<file path="src/rtl/alu_arbiter.sv">
// Two-requester front end for a single shared combinational ALU with a one-deep response register.
// Optional per-requester grant counters are enabled by defining ALU_ARB_STATS_EN.
module alu_arbiter #(
  parameter int WIDTH = 32
) (
  input  logic             clk,
  input  logic             reset,
  input  logic             req0_valid,
  output logic             req0_ready,
  input  logic [2:0]       req0_op,
  input  logic [WIDTH-1:0] req0_a,
  input  logic [WIDTH-1:0] req0_b,
  input  logic             req1_valid,
  output logic             req1_ready,
  input  logic [2:0]       req1_op,
  input  logic [WIDTH-1:0] req1_a,
  input  logic [WIDTH-1:0] req1_b,
  output logic [2:0]       alu_control,
  output logic [WIDTH-1:0] alu_src_a,
  output logic [WIDTH-1:0] alu_src_b,
  input  logic [WIDTH-1:0] alu_result,
  input  logic             alu_zero,
  output logic             rsp_valid,
  input  logic             rsp_ready,
  output logic             rsp_id,
  output logic [WIDTH-1:0] rsp_result,
  output logic             rsp_zero,
  output logic             rsp_err,
  output logic [15:0]      cnt0,
  output logic [15:0]      cnt1
);

  typedef enum logic [2:0] {
    OP_ADD = 3'b000,
    OP_SUB = 3'b001,
    OP_AND = 3'b010,
    OP_OR  = 3'b011,
    OP_SLT = 3'b101
  } alu_op_e;

  function automatic logic op_legal(input logic [2:0] op);
    return (op == OP_ADD) || (op == OP_SUB) || (op == OP_AND) ||
           (op == OP_OR)  || (op == OP_SLT);
  endfunction

  logic             prio_reg, prio_next;
  logic             rsp_valid_reg, rsp_valid_next;
  logic             rsp_id_reg, rsp_id_next;
  logic [WIDTH-1:0] rsp_result_reg, rsp_result_next;
  logic             rsp_zero_reg, rsp_zero_next;
  logic             rsp_err_reg, rsp_err_next;

  logic             can_accept;
  logic             any_valid;
  logic             grant;
  logic             accept;
  logic [2:0]       gnt_op;
  logic [WIDTH-1:0] gnt_a;
  logic [WIDTH-1:0] gnt_b;
  logic             gnt_legal;
  logic [1:0][15:0] cnt_vec;

  // The response slot frees up in the same cycle the consumer drains it.
  assign can_accept = !reset && (!rsp_valid_reg || rsp_ready);
  assign any_valid  = req0_valid || req1_valid;
  assign accept     = can_accept && any_valid;

  always_comb begin
    grant = 1'b0;
    if (req0_valid && req1_valid) begin
      grant = prio_reg;
    end else if (req1_valid) begin
      grant = 1'b1;
    end
  end

  assign req0_ready = accept && !grant;
  assign req1_ready = accept &&  grant;

  assign gnt_op    = grant ? req1_op : req0_op;
  assign gnt_a     = grant ? req1_a  : req0_a;
  assign gnt_b     = grant ? req1_b  : req0_b;
  assign gnt_legal = op_legal(gnt_op);

  // Operands go to the ALU only on an accept so idle requesters cannot toggle it.
  always_comb begin
    alu_control = 3'b000;
    alu_src_a   = '0;
    alu_src_b   = '0;
    if (accept) begin
      alu_control = gnt_legal ? gnt_op : 3'b000;
      alu_src_a   = gnt_a;
      alu_src_b   = gnt_b;
    end
  end

  always_comb begin
    prio_next       = prio_reg;
    rsp_valid_next  = rsp_valid_reg;
    rsp_id_next     = rsp_id_reg;
    rsp_result_next = rsp_result_reg;
    rsp_zero_next   = rsp_zero_reg;
    rsp_err_next    = rsp_err_reg;
    if (accept) begin
      prio_next      = !grant;
      rsp_valid_next = 1'b1;
      rsp_id_next    = grant;
      if (gnt_legal) begin
        rsp_result_next = alu_result;
        rsp_zero_next   = alu_zero;
        rsp_err_next    = 1'b0;
      end else begin
        rsp_result_next = '0;
        rsp_zero_next   = 1'b1;
        rsp_err_next    = 1'b1;
      end
    end else if (rsp_ready) begin
      rsp_valid_next = 1'b0;
    end
  end

  always_ff @(posedge clk) begin
    if (reset) begin
      prio_reg       <= 1'b0;
      rsp_valid_reg  <= 1'b0;
      rsp_id_reg     <= 1'b0;
      rsp_result_reg <= '0;
      rsp_zero_reg   <= 1'b0;
      rsp_err_reg    <= 1'b0;
    end else begin
      prio_reg       <= prio_next;
      rsp_valid_reg  <= rsp_valid_next;
      rsp_id_reg     <= rsp_id_next;
      rsp_result_reg <= rsp_result_next;
      rsp_zero_reg   <= rsp_zero_next;
      rsp_err_reg    <= rsp_err_next;
    end
  end

  assign rsp_valid  = rsp_valid_reg;
  assign rsp_id     = rsp_id_reg;
  assign rsp_result = rsp_result_reg;
  assign rsp_zero   = rsp_zero_reg;
  assign rsp_err    = rsp_err_reg;

  for (genvar gi = 0; gi < 2; gi++) begin : g_cnt
`ifdef ALU_ARB_STATS_EN
    logic [15:0] cnt_reg;
    // Saturating so a long-running requester never wraps back to a small count.
    always_ff @(posedge clk) begin
      if (reset) begin
        cnt_reg <= '0;
      end else if (accept && (grant == 1'(gi)) && (cnt_reg != 16'hFFFF)) begin
        cnt_reg <= cnt_reg + 16'd1;
      end
    end
    assign cnt_vec[gi] = cnt_reg;
`else
    assign cnt_vec[gi] = 16'h0000;
`endif
  end

  assign cnt0 = cnt_vec[0];
  assign cnt1 = cnt_vec[1];

endmodule

</file>
<file path="config.mk">
export PLATFORM = sky130hd
export DESIGN_NAME = alu_arbiter
export DESIGN_NICKNAME = d
export VERILOG_FILES = /design/src/rtl/alu_arbiter.sv
export SDC_FILE = /design/constraint.sdc
export NUM_CORES = 1
export LEC_CHECK = 0
export ABC_AREA = 1
export BUFFER_PORTS_ARGS = -buffer_cell sky130_fd_sc_hd__buf_4
export CORE_AREA = 2 2 122 124
export DETAILED_ROUTE_END_ITERATION = 10
export DIE_AREA = 0 0 124 126
export PLACE_DENSITY = 0.48
export RECOVER_POWER = 50
export SLEW_MARGIN = 10
export SYNTH_ARGS = -nofsm -noshare
export SYNTH_HDL_FRONTEND = slang
export SYNTH_SLANG_ARGS = --single-unit
export TNS_END_PERCENT = 5
</file>
<file path="constraint.sdc">
create_clock -name clk -period 1.9 [get_ports clk]
set_input_delay 0.38 -clock clk [delete_from_list [all_inputs] [get_ports clk]]
set_output_delay 0.38 -clock clk [all_outputs]
set_load 0.02 [all_outputs]
</file>
==> impl_metrics.ini <==
[logic_synthesis]
synth.avg_cell_area_um2 = 7.84
synth_area_mm2 = 0.00233
synth_top_family_by_area = compound AO/OA/AOI/OAI gates
synth_top_cell_by_area = dfxtp_1
synth.top_cell.area_share_pct = 31.8
synth-xor-area-share_pct = 0
yosys.area_share.simple_pct = 16.1
yosysMostFrequentCell = a22o_1
yosys_warnings = 0
synth_compound_area_share_pct = 33.4
synth_seq_cells = 37
muxShareOfSynthArea_pct = 0
synthCells = 297
yosysSeqAreaShare_pct = 31.8
async_flop_share_pct = 0
synth_cell_types = 21
synthTopCellsByArea = dfxtp_1 (32%), a22o_1 (24%), buf_4 (14%)
synth_edf_count = 0
synth_fa_ha_area_share_pct = 0
ys.flop_type = dfxtp_1
synthTopCellsByCount = a22o_1 (64), buf_4 (42), nand2_1 (42), dfxtp_1 (37), a21oi_1 (35)

[place]
dpl_cell_area_mm2 = 0.00455
gp_congestion = 0.870
dpl.cell_count = 749
dp_worst_setup_slack_ns = -0.113
dpl.hpwl_um = 10700
port_buffers = 276

[worst_setup_path]
endpoint_kind = output pin
arrival_ns = 1.67
required_ns = 1.52
cpPeakStageDelay_ns = 0.31
crit_top_cell = buf_6
slowest_stage = dfxtp_2
cpLargestDelayFamily = buffers and inverters
cp_max_fo = 7
crit_type = reg2out
cp_cell_sequence = inv_2, nand2_4, buf_6, a21oi_4, buf_12, clkbuf_16, a22o_1, buf_6
critPathBufInv = 5
worstSetupStartpointType = flip-flop

[global_route]
grt_max_degree = 38
antenna_found_initial = 2
grt_pass1_wl_um = 18700
grt-ovfl-total = 0
grtUsageTotal_pct = 16.1
grt_pass1_vias = 3224

[drt]
wl_met3_um = 1110
first_iter_violations = 119
antenna_left = 0
dr.pass1.iters = 4
dr_wl_met2_um = 7210
wl_per_cell_um = 18.4
vias = 3349
drt_drc_violations_left = 0
routed_wl_um = 14100
m1WireLength_um = 5500
top_layer = met5
avgViaCountPerCell = 4.37

[floorplan]
start_util_pct = 16.3
ios = 309
die_area_mm2 = 0.0156
die_y_um = 126
num_rows = 44
die_w_um = 124
core_area_mm2 = 0.0143

[final_layout]
fin_cells = 767
largest_reg_flops = 32
area_delta_synth_final_pct = 124
postLayoutCellArea_mm2 = 0.00522
layout-drive-gt1-share_pct = 58.1
nets = 753

[status]
violations = setup timing
status = complete, but fails checks

[clock_tree]
cts_tree = done
clk_pin_slew_worst_paths_ns = 0.06
clockBufferDepth = 2
clock_sinks = 37
htree_levels = 2
root_buffer = clkbuf_16
cts_made_buffers = 5
clock_latency_ns = 0.28
ctsHoldBuffers = 0

[timing]
setup_viol = 66
period_share_pct = 108
rsz0062_at_grt = yes
tns_ns = -7.29
max_clock_freq_mhz = 488
slew_viol_final = 0
setup_slack_ns = -0.148
finalHoldViolCount = 0
period_minus_slack_ns = 2.05
fin_skew_ns = 0.00220
hold_ws_ns = 0.305

[job]
drv_cap = 0

[power]
p_per_area_mw_per_mm2 = 597
max-vdd-ir-drop_uv = 351
power_leakage_nw = 2.59

[hold_path]
worstHoldPathType = in2reg
## logic make-up after synthesis
group / count (synthesis)
AOI/OAI and AO/OA: 105
and+or+nand+nor: 86
buffers and inverters: 68
other: 1
DFF: 37
## per-layer routing
layer | track usage (%) | vias to the layer above
li1 | - | 1572
met1 | 18.9 | 1591
met2 | 28.2 | 168
met3 | 4.62 | 16
met4 | 4.43 | 2
met5 | 0 | -
## worst register-to-register path, cell delays in order, from the launching register on
cell and delay (ns):
dfxtp_2 0.32, inv_1 0.04, nor2_1 0.04, inv_1 0.10, nand2_4 0.09, buf_4 0.22
inv_4 0.07, buf_4 0.35, nand3_1 0.16, a21oi_1 0.14
## metrics by stage
| step | utilization, % | total power, mW |
|---|---|---|
| global route | 36.5 | 3.26 |
| global placement | 31.8 | 1.98 |
| CTS | 34.4 | 3.04 |
| detailed placement | 31.8 | 1.98 |
| finish | 36.5 | 3.12 |
| floorplan | - | 1.43 |
## power breakdown
group	internal (mW)	total (mW)	switching, mW
Combinational	0.655	1.29	0.632
Sequential	0.820	0.844	0.0232
Clock	0.655	0.984	0.330
## timing repair
item,4_1_cts,5_1_grt
pin swaps,9,21
cloned,2,4
resized for setup,27,54
setup endpoints to repair,68,69
setup buffers,3,3
## cell usage in the layout, fill, tap and decap left out, drive strengths merged
cell type  count
o21ai          2
nand3         34
dfxtp         37
nor3           1
a22o          64
buf          303
nand3b         1
a211oi         1
o21a           1
bufinv         1
a21oi         36
inv            8
clkbuf         9
diode          1
nor2           6
o21bai         1
nand2         44
conb          32
clkinvlp       1
## path summary, 6_finish.rpt
check                                                 start                           to  slack [ns]  cells after the start
worst min-delay path                               alu_zero        rsp_zero$_SDFFE_PP0P_        0.30                      2
worst max register to register       rsp_valid$_SDFFE_PP0P_  rsp_result[31]$_SDFFE_PP0P_        0.31                      9
worst min register to register  rsp_result[14]$_SDFFE_PP0P_  rsp_result[14]$_SDFFE_PP0P_        0.46                      2
worst max-delay path                  prio_reg$_SDFFE_PP0P_                alu_src_a[12]       -0.15                      8
## layout make-up
type,instances,area (um^2)
flip-flops and latches,37,743
diodes,1,2.50
well taps,184,230
inverters,8,32.5
repair buffers,306,2640
clock inverters,2,37.5
multi-input cells,223,1400
fillers,1496,9090
clock buffers,6,139
(Power assumes the default switching activity.)
